**src/rtl/exc_irq_ctrl_pkg.sv**
```systemverilog
// Shared types and cause codes for the LEGv8 exception/interrupt controller.
package exc_pkg;

  typedef enum logic [1:0] {
    IDLE    = 2'd0,
    REQ     = 2'd1,
    HANDLER = 2'd2
  } state_e;

  localparam logic [3:0] ES_NONE     = 4'b0000;
  localparam logic [3:0] ES_INVALID  = 4'b0010;
  localparam logic [3:0] ES_DBLFAULT = 4'b0011;
  localparam logic [3:0] ES_IRQ_BASE = 4'b1000;

  // Channel index is at most 3 bits because N_IRQ never exceeds 8.
  function automatic logic [3:0] irq_code(input logic [2:0] idx);
    return ES_IRQ_BASE | {1'b0, idx};
  endfunction

endpackage

```
**src/rtl/exc_irq_ctrl_if.sv**
```systemverilog
// Signal bundle between the datapath/decoder side and the exception controller.
interface exc_irq_ctrl_if
  import exc_pkg::*;
#(
  parameter int N_IRQ     = 4,
  parameter int ESTATUS_W = 4
) ();

  // Handshake: Exc is a held request; the datapath accepts it by raising
  // ExcAck while Exc=1 (ExcAck with Exc=0 is ignored). Exc drops the cycle
  // after acceptance, and ERet ends the handler that the acceptance opened.
  logic [N_IRQ-1:0]     ExtIRQ;
  logic [N_IRQ-1:0]     IrqMask;
  logic                 NotAnInstr;
  logic                 ERet;
  logic                 ExcAck;
  logic                 Exc;
  logic [ESTATUS_W-1:0] EStatus;
  logic [N_IRQ-1:0]     ExtIAck;
  logic                 InHandler;
  logic [N_IRQ-1:0]     Pending;
  state_e               state_dbg;

  modport master (
    output ExtIRQ, IrqMask, NotAnInstr, ERet, ExcAck,
    input  Exc, EStatus, ExtIAck, InHandler, Pending, state_dbg
  );

  modport slave (
    input  ExtIRQ, IrqMask, NotAnInstr, ERet, ExcAck,
    output Exc, EStatus, ExtIAck, InHandler, Pending, state_dbg
  );

endinterface

```
**src/rtl/irq_pending.sv**
```systemverilog
// Per-channel rising-edge detector with sticky pending bits.
module irq_pending #(
  parameter int N_IRQ = 4
) (
  input  logic             clk,
  input  logic             reset,
  input  logic [N_IRQ-1:0] ext_irq,
  input  logic [N_IRQ-1:0] clr,
  output logic [N_IRQ-1:0] pending
);

  logic [N_IRQ-1:0] irq_prev_q, irq_prev_d;
  logic [N_IRQ-1:0] pending_q, pending_d;
  logic [N_IRQ-1:0] rise;

  // A fresh edge in the clearing cycle wins so that request is not lost.
  always_comb begin
    rise       = ext_irq & ~irq_prev_q;
    irq_prev_d = ext_irq;
    pending_d  = (pending_q & ~clr) | rise;
  end

  always_ff @(posedge clk) begin
    if (reset) begin
      irq_prev_q <= '0;
      pending_q  <= '0;
    end else begin
      irq_prev_q <= irq_prev_d;
      pending_q  <= pending_d;
    end
  end

  assign pending = pending_q;

endmodule

```
**src/rtl/exc_irq_ctrl.sv**
```systemverilog
// Exception/interrupt controller: prioritises invalid-opcode and masked IRQs,
// runs the Exc/ExcAck/ERet handshake and holds EStatus for the handler.
module exc_irq_ctrl
  import exc_pkg::*;
#(
  parameter int N_IRQ     = 4,
  parameter int ESTATUS_W = 4
) (
  input  logic           clk,
  input  logic           reset,
  exc_irq_ctrl_if.slave  bus
);

  state_e           state_q, state_d;
  logic             exc_q, exc_d;
  logic [3:0]       es_q, es_d;
  logic [2:0]       sel_q, sel_d;
  logic             sel_irq_q, sel_irq_d;
  logic             in_h_q, in_h_d;
  logic [N_IRQ-1:0] iack_q, iack_d;

  logic [N_IRQ-1:0] pending;
  logic [N_IRQ-1:0] clr;
  logic [N_IRQ-1:0] elig;
  logic             req_any;
  logic [2:0]       pick;
  logic [3:0]       new_code;

  irq_pending #(.N_IRQ(N_IRQ)) u_pending (
    .clk     (clk),
    .reset   (reset),
    .ext_irq (bus.ExtIRQ),
    .clr     (clr),
    .pending (pending)
  );

  always_comb begin
    elig    = pending & bus.IrqMask;
    req_any = bus.NotAnInstr | (|elig);
    // Scan downward so the lowest eligible index is the one left in pick.
    pick    = 3'd0;
    for (int i = N_IRQ - 1; i >= 0; i--) begin
      if (elig[i]) pick = i[2:0];
    end
    new_code = bus.NotAnInstr ? ES_INVALID : irq_code(pick);

    state_d   = state_q;
    exc_d     = exc_q;
    es_d      = es_q;
    sel_d     = sel_q;
    sel_irq_d = sel_irq_q;
    in_h_d    = in_h_q;
    iack_d    = '0;
    clr       = '0;

    case (state_q)
      IDLE: begin
        if (req_any) begin
          state_d   = REQ;
          exc_d     = 1'b1;
          es_d      = new_code;
          sel_d     = pick;
          sel_irq_d = ~bus.NotAnInstr;
        end
      end
      REQ: begin
        if (bus.ExcAck) begin
          state_d = HANDLER;
          exc_d   = 1'b0;
          in_h_d  = 1'b1;
          if (sel_irq_q) iack_d = N_IRQ'(1) << sel_q;
          clr = iack_d;
        end
      end
      HANDLER: begin
        // A fault inside the handler escalates ahead of any return.
        if (bus.NotAnInstr) begin
          state_d   = REQ;
          exc_d     = 1'b1;
          in_h_d    = 1'b0;
          es_d      = ES_DBLFAULT;
          sel_irq_d = 1'b0;
        end else if (bus.ERet) begin
          state_d = IDLE;
          in_h_d  = 1'b0;
        end
      end
      default: begin
        state_d = IDLE;
        exc_d   = 1'b0;
        in_h_d  = 1'b0;
      end
    endcase
  end

  always_ff @(posedge clk) begin
    if (reset) begin
      state_q   <= IDLE;
      exc_q     <= 1'b0;
      es_q      <= ES_NONE;
      sel_q     <= 3'd0;
      sel_irq_q <= 1'b0;
      in_h_q    <= 1'b0;
      iack_q    <= '0;
    end else begin
      state_q   <= state_d;
      exc_q     <= exc_d;
      es_q      <= es_d;
      sel_q     <= sel_d;
      sel_irq_q <= sel_irq_d;
      in_h_q    <= in_h_d;
      iack_q    <= iack_d;
    end
  end

  assign bus.Exc       = exc_q;
  assign bus.EStatus   = ESTATUS_W'(es_q);
  assign bus.ExtIAck   = iack_q;
  assign bus.InHandler = in_h_q;
  assign bus.Pending   = pending;
  assign bus.state_dbg = state_q;

endmodule
```
**src/flat_wrapper.sv**
```systemverilog
// flat-port wrapper written by rule: the top's interface ports become plain ports
module exc_irq_ctrl_flat import exc_pkg::*;
#(
  parameter int N_IRQ     = 4,
  parameter int ESTATUS_W = 4
)
  (clk, reset, bus_ExtIRQ, bus_IrqMask, bus_NotAnInstr, bus_ERet, bus_ExcAck, bus_Exc, bus_EStatus, bus_ExtIAck, bus_InHandler, bus_Pending, bus_state_dbg);
  exc_irq_ctrl_if #(.N_IRQ(N_IRQ), .ESTATUS_W(ESTATUS_W)) bus_i ();
  input  logic clk;
  input  logic reset;
  input wire logic [$bits(bus_i.ExtIRQ)-1:0] bus_ExtIRQ;
  input wire logic [$bits(bus_i.IrqMask)-1:0] bus_IrqMask;
  input wire logic [$bits(bus_i.NotAnInstr)-1:0] bus_NotAnInstr;
  input wire logic [$bits(bus_i.ERet)-1:0] bus_ERet;
  input wire logic [$bits(bus_i.ExcAck)-1:0] bus_ExcAck;
  output wire logic [$bits(bus_i.Exc)-1:0] bus_Exc;
  output wire logic [$bits(bus_i.EStatus)-1:0] bus_EStatus;
  output wire logic [$bits(bus_i.ExtIAck)-1:0] bus_ExtIAck;
  output wire logic [$bits(bus_i.InHandler)-1:0] bus_InHandler;
  output wire logic [$bits(bus_i.Pending)-1:0] bus_Pending;
  output wire logic [$bits(bus_i.state_dbg)-1:0] bus_state_dbg;
  assign bus_i.ExtIRQ = bus_ExtIRQ;
  assign bus_i.IrqMask = bus_IrqMask;
  assign bus_i.NotAnInstr = bus_NotAnInstr;
  assign bus_i.ERet = bus_ERet;
  assign bus_i.ExcAck = bus_ExcAck;
  assign bus_Exc = bus_i.Exc;
  assign bus_EStatus = bus_i.EStatus;
  assign bus_ExtIAck = bus_i.ExtIAck;
  assign bus_InHandler = bus_i.InHandler;
  assign bus_Pending = bus_i.Pending;
  assign bus_state_dbg = bus_i.state_dbg;
  exc_irq_ctrl #(.N_IRQ(N_IRQ), .ESTATUS_W(ESTATUS_W)) u_core (.clk(clk), .reset(reset), .bus(bus_i));
endmodule
```
**config.mk**
```make
export PLATFORM = sky130hd
export DESIGN_NAME = exc_irq_ctrl_flat
export DESIGN_NICKNAME = d
export VERILOG_FILES = /design/src/rtl/exc_irq_ctrl_pkg.sv /design/src/rtl/exc_irq_ctrl_if.sv /design/src/rtl/irq_pending.sv /design/src/rtl/exc_irq_ctrl.sv /design/src/flat_wrapper.sv
export SDC_FILE = /design/constraint.sdc
export NUM_CORES = 1
export LEC_CHECK = 0
export CORE_MARGIN = 2
export CORE_UTILIZATION = 35
export CTS_CLUSTER_SIZE = 24
export DETAILED_ROUTE_END_ITERATION = 10
export PLACE_DENSITY = 0.66
export SYNTH_ARGS = -nofsm -noshare
export SYNTH_HDL_FRONTEND = slang
export SYNTH_SLANG_ARGS = --single-unit
export TNS_END_PERCENT = 100
```
**constraint.sdc**
```tcl
create_clock -name clk -period 1.2 [get_ports clk]
set_input_delay 0.24 -clock clk [delete_from_list [all_inputs] [get_ports clk]]
set_output_delay 0.24 -clock clk [all_outputs]
set_load 0.03 [all_outputs]
```
==> results of run 1 <==
## state kept, by name (all words and copies together), names as in the netlist
signal	cells
u_core.bus.ExtIAck	4
u_core.bus.Exc	1
u_core.bus.EStatus	3
u_core.bus.state_dbg	2
u_core.u_pending.irq_prev_q	4
u_core.u_pending.pending	4
u_core.sel_q	2
u_core.bus.InHandler	1
## Yosys cell counts (all sizes together)
| cell | n | share of area |
|---|---|---|
| a22oi | 2 | 0.023 |
| o21ai | 6 | 0.035 |
| a32oi | 2 | 0.020 |
| nor3 | 7 | 0.041 |
| a32o | 1 | 0.012 |
| nand2b | 6 | 0.044 |
| a211oi | 3 | 0.026 |
| nor2b | 5 | 0.039 |
| nor4b | 1 | 0.010 |
| nand3 | 3 | 0.017 |
| a22o | 2 | 0.022 |
| or3 | 1 | 0.0073 |
| nor2 | 4 | 0.017 |
| nand4 | 1 | 0.0073 |
| a31oi | 2 | 0.015 |
| a21oi | 8 | 0.047 |
| clkbuf | 2 | 0.0087 |
| mux2 | 1 | 0.013 |
| nor4 | 1 | 0.0073 |
| or3b | 1 | 0.010 |
| o31ai | 1 | 0.0087 |
| conb | 1 | 0.0044 |
| buf | 3 | 0.023 |
| dfxtp | 21 | 0.49 |
| inv | 2 | 0.0087 |
| nand2 | 7 | 0.033 |
| a2111oi | 1 | 0.010 |
## cell usage in the layout, fill, tap and decap left out, drive strengths merged, types with 3 or more instances in the layout
cell type      count
nand2b             6
nand3              3
buf               40
clkdlybuf4s50      7
clkbuf             4
dlygate4sd2        4
nor2b              5
o21ai              6
dfxtp             21
nand2              7
a211oi             3
a21oi              8
nor2               4
nor3               7
## metrics by stage
stage	instance area [um2]	setup slack [ns]	hold WS, ns	cells
after floorplan	897	-0.0939	0.312	95
after global placement	1300	-0.467	0.463	167
after detailed placement	1300	-0.508	0.469	167
after CTS	1370	-0.0414	0.480	173
after global routing	1440	-0.0797	0.475	174
final	1440	-0.0483	0.468	174
## layer usage
| layer | share of wire | routed length, um | global-route usage | vias to the layer above |
|---|---|---|---|---|
| met4 | 0.0076 | 17 | 0.0513 | 0 |
| met1 | 0.46 | 1030 | 0.224 | 439 |
| met5 | 0 | 0 | 0 | - |
| met3 | 0.024 | 53 | 0.0333 | 2 |
| li1 | - | - | - | 449 |
| met2 | 0.51 | 1140 | 0.294 | 9 |
## power breakdown
group | switching [mW] | total [mW] | leakage, nW | internal (mW)
sequential | 0.0524 | 0.796 | 0.176 | 0.743
combinational | 0.230 | 0.479 | 0.405 | 0.249
clock | 0.213 | 0.342 | 0.0150 | 0.129
## worst max-delay path, stage by stage, from the launching register on
cell and delay [ns]:
dfxtp_4 0.37, a22o_4 0.24, or3_1 0.35, a31oi_1 0.14
nor2_1 0.05
## kinds of logic (layout without fill, tap and decap cells)
family	Yosys count	after routing
mux	1	1
other cells	1	1
flops	21	21
buf+inv	7	58
simple gates	37	37
compound gates	28	28
## worst paths after layout
kind / endpoint / slack (ns) / depth (start not counted)
setup / recovery: u_core.bus.state_dbg[0] / -0.05 / 4
hold / removal: u_core.bus.EStatus[0] / 0.47 / 5
hold reg to reg: u_core.u_pending.pending[3] / 0.48 / 2
setup reg to reg: u_core.bus.state_dbg[0] / -0.05 / 4
## layout make-up
type	count	area, um2	area share
clock buffers	4	26.3	0.0182
inverters	2	7.51	0.00521
multi-input cells	67	479	0.333
flip-flops and latches	21	440	0.306
well taps	28	35.0	0.0243
repair buffers	52	452	0.314
## timing repair
action | 4_1_cts | 5_1_grt
endpoints found under the hold margin | 0 | 0
endpoints found under the setup margin | 9 | 18
buffers inserted | 2 | 1
resized for setup | 15 | 17
pin swaps | 9 | 2
==> flow_summary.ini, run 1 <==
[clocking]
clk_path_buf_depth = 2
cts_buffers = 3
clk_root_buffer_cell = clkbuf_4
cts.clk_slew.worst_paths_ns = 0.12
post_cts_hold_buffer_count = 0
clock_tree.htree_level_count = 1
total_number_of_clock_tree_sinks = 21
cts_tree = yes
insertion_delay_to_the_later_sink_of_the_worst_skew_pair_ns = 0.29

[setup_path]
worstPathRequired_ns = 1.40
critical_path.endpoint_type = flop
startpoint_of_the_worst_setup_timing_path = u_core.u_pending.pending[1]
startpoint_type = flop
timing.setup.critical_path_class = reg -> reg
rr_startpoint = u_core.u_pending.pending[1]
worstPathArrival_ns = 1.45
crit_fanout = 3

[floorplanning]
die_h_um = 53.6
fp.dieW_um = 53.6
rows = 17
initial_core_util = 0.378
fp.coreArea_mm2 = 0.00228
design.die.area_mm2 = 0.00287
top_level_ports = 29

[logic_synthesis]
synth.yosys.seq_area_share = 0.489
mappedNetlistNets = 108
ys_seq_elements = 21
synth_top_family_by_area = simple AND/OR/NAND/NOR gates
complex_gate_fraction_of_the_synthesized_area = 0.218
synthXorXnorAreaFrac = 0
syn-mean-instance-area_um2 = 9.05
synth.lib_cells_used.distinct = 32
muxShareOfSynthArea = 0.0131
post_synth_and_or_nand_nor_area_fraction = 0.234
synth_adder_area_share = 0
post_synth_inst_count = 95
netlist_area_um2 = 860
yosys_warnings = 0

[timing]
final-max-slew-violation-count = 0
skew_ns = 0.00141
setup_viol = 3
fmax_mhz = 801
timing_hold_violations_final = 0
post-route-worst-setup-slack_ns = -0.0483
totalNegativeSetupSlack_ns = -0.0943
layout_worst_path_cycle_share = 1.04
final.min_clock_period_ns = 1.25
rsz0062_at_grt = yes

[drt]
first_pass_iters = 4
wl_per_cell_um = 12.9
drt-total-wl_mm = 2.24
via_per_inst = 5.17
detail_route.iter0.violations = 7
num_vias = 899
route.detailed.drc = 0
drt.antenna.violating_nets = 0

[power]
static-leakage-power_nw = 0.596
pwr_density_cell_mw_per_mm2 = 1120
vdd_drop_max_v = 0.000938
power_after_layout_mw = 1.62

[cells_and_area]
area.growth.synth_to_final_pct = 67.5
diodes = 0
fill_cells = 188
layout.core_utilization = 0.633
net_count_final = 160
post_route_cells_drive_above_1_share = 0.445

[global_route]
global_route.usage.total = 0.174
grt_max_degree = 12
first_global_vias = 790
grt_pass1_wl_mm = 3.58
initial_antenna_violation_count = 0
grt_remaining_overflow = 0

[status]
failed_checks = negative setup slack
outcome = finished with violations

[place]
post_dp_hpwl_mm = 1.73
port_buffers = 27
globalplace.congestion = 0.793

[job]
maxCapViolCount = 0

[worst_hold_path]
hold_path.class = in -> reg
hp-start = bus_IrqMask[3]
Note: power is estimated with default switching activity, not from simulation.
==> run 2: changes to the inputs <==
--- a/config.mk
+++ b/config.mk
@@ -10,6 +10,7 @@
 export CTS_CLUSTER_SIZE = 24
 export DETAILED_ROUTE_END_ITERATION = 10
 export PLACE_DENSITY = 0.66
+export SKIP_LAST_GASP = 1
 export SYNTH_ARGS = -nofsm -noshare
 export SYNTH_HDL_FRONTEND = slang
 export SYNTH_SLANG_ARGS = --single-unit
==> constraint.sdc (replaced) <==
create_clock -name clk -period 1 [get_ports clk]
set_input_delay 0.2 -clock clk [delete_from_list [all_inputs] [get_ports clk]]
set_output_delay 0.2 -clock clk [all_outputs]
set_load 0.03 [all_outputs]
==> run 2 against run 1 <==
The run still ends with negative setup slack left. Cell area grew 14%. Hold slack worse by 0.11 ns. Non-clock buffer count up 9. Critical path type is now reg -> out. Critical endpoint is now bus_Pending[1]. Largest cell class is now non-clock buffers. Largest power group unchanged.
==> flow_summary.ini, run 2 (synthesis results as in run 1) <==
[global_route]
grt_max_degree = 12
grt_pass1_wl_mm = 3.85
initial_antenna_violation_count = 0
first_global_vias = 853
global_route.usage.total = 0.193
grt_remaining_overflow = 0

[job]
maxCapViolCount = 0

[floorplanning]
die_h_um = 53.6
top_level_ports = 29
design.die.area_mm2 = 0.00287
fp.dieW_um = 53.6
rows = 17
fp.coreArea_mm2 = 0.00228
initial_core_util = 0.378

[timing]
worst_hold_slack_after_final_layout_ns = 0.359
layout_worst_path_cycle_share = 1.27
fmax_mhz = 790
skew_ns = 0.00112
final-max-slew-violation-count = 0
final.min_clock_period_ns = 1.27
rsz0062_at_grt = yes
setup_viol = 25
timing_hold_violations_final = 0
post-route-worst-setup-slack_ns = -0.266

[setup_path]
startpoint_type = flop
critical_path.endpoint_type = output pin
regToRegEndpoint = u_core.bus.state_dbg[0]
timing.reg2reg.setup_slack_ns = -0.26
rr_startpoint = u_core.u_pending.pending[1]
r2r.worst_path.cells = 4
worstPathRequired_ns = 0.80
worstPathArrival_ns = 1.07
crit_fanout = 3
timing.setup.critical_path_class = reg -> out

[cells_and_area]
net_count_final = 169
area.growth.synth_to_final_pct = 90.7
post-route-cell-area_mm2 = 0.00164
fill_cells = 169
post_route_cells_drive_above_1_share = 0.587
mostFrequentLayoutCell = buf_4
most_used_cells_in_the_layout_excluding_fill_and_tap_cells = 25 x buf_4, 23 x buf_6, 9 x clkdlybuf4s50_1, 9 x dfxtp_2
diodes = 0

[status]
outcome = finished with violations
failed_checks = negative setup slack

[worst_hold_path]
worst_min_delay_path_endpoint = u_core.bus.EStatus[0]
hold_path.class = in -> reg
min_path_cells = 4
hp-start = bus_IrqMask[0]

[drt]
route.detailed.drc = 0
detail_route.iter0.violations = 14
num_vias = 939
met3_wirelength_um = 82
first_pass_iters = 4
wl_met2_mm = 1.30
wl_met1_mm = 1.15
via_per_inst = 5.13
topmost_layer_with_routed_signal_wires = met4
drt-total-wl_mm = 2.58
wl_per_cell_um = 14.1
drt.antenna.violating_nets = 0

[place]
post_dp_hpwl_mm = 1.63
port_buffers = 27
pre_cts_ws_ns = -0.632
globalplace.congestion = 0.880
placedInstanceArea_mm2 = 0.00133

[clocking]
clk_path_buf_depth = 2
cts.clk_slew.worst_paths_ns = 0.11
post_cts_hold_buffer_count = 0
insertion_delay_to_the_later_sink_of_the_worst_skew_pair_ns = 0.31
clk_root_buffer_cell = clkbuf_4
cts_tree = yes
cts_buffers = 3
total_number_of_clock_tree_sinks = 21
clock_tree.htree_level_count = 1

[power]
vdd_drop_max_v = 0.000850
pwr_density_cell_mw_per_mm2 = 1270
static-leakage-power_nw = 0.674
run 2: cell count changes in the layout (fill, tap and decap cells not counted), moves of 3 or more:
cell,before,now
buf_6,9,23
dfxtp_1,15,6
dfxtp_2,1,9
buf_4,31,25
nor3_4,0,3
o21ai_0,3,0
run 2: how the worst max path moves through the flow:
| stage | startpoint | to | slack (ns) | depth (start not counted) |
|---|---|---|---|---|
| detailed placement | bus_IrqMask[2] | u_core.bus.EStatus[0] | -0.63 | 5 |
| global route | u_core.u_pending.pending[1] | u_core.bus.Exc | -0.30 | 5 |
| floorplan | u_core.bus.state_dbg[0] | u_core.bus.EStatus[0] | -0.29 | 5 |
| finish | u_core.u_pending.pending[1] | bus_Pending[1] | -0.27 | 3 |
| global placement | bus_IrqMask[2] | u_core.bus.EStatus[0] | -0.63 | 5 |
| CTS | u_core.u_pending.pending[1] | u_core.bus.state_dbg[0] | -0.26 | 4 |
run 2: power breakdown:
part / leakage, nW / internal (mW) / total [mW] / switching (mW)
clock: 0.0150 / 0.156 / 0.416 / 0.260
combinational: 0.479 / 0.380 / 0.704 / 0.324
sequential: 0.180 / 0.895 / 0.960 / 0.0654
run 2: worst max-delay path, cell delays in order (launching register included):
cell	delay, ns
dfxtp_4	0.37
buf_4	0.13
buf_4	0.13
buf_6	0.13
run 2: layout make-up:
class | count | area (um2) | area share
Sequential cell | 21 | 454 | 0.277
Inverter | 2 | 7.51 | 0.00458
Timing Repair Buffer | 61 | 587 | 0.358
Multi-Input combinational cell | 67 | 529 | 0.323
Tap cell | 28 | 35.0 | 0.0214
Clock buffer | 4 | 26.3 | 0.0160
run 2: timing repair:
item | in CTS | in global routing
gates cloned | 0 | 0
pin swaps | 11 | 9
setup buffers | 7 | 4
endpoints found under the setup margin | 29 | 32
endpoints found under the hold margin | 0 | 0
gates resized for setup | 44 | 18
run 2: stage by stage:
step,power [mW],utilization,instances,TNS [ns]
3_5_place_dp,1.49,0.582,168,-7.58
4_1_cts,2.03,0.679,179,-2.92
5_1_grt,2.18,0.720,183,-4.66
2_1_floorplan,1.24,-,95,-1.94
3_3_place_gp,1.48,0.582,168,-7.21
6_report,2.08,0.720,183,-3.52
run 2: per-layer routing:
metal / global-route usage / up-vias
met5: 0 / -
met4: 0.124 / 0
met3: 0.0361 / 5
met2: 0.300 / 19
met1: 0.244 / 448
li1: - / 467
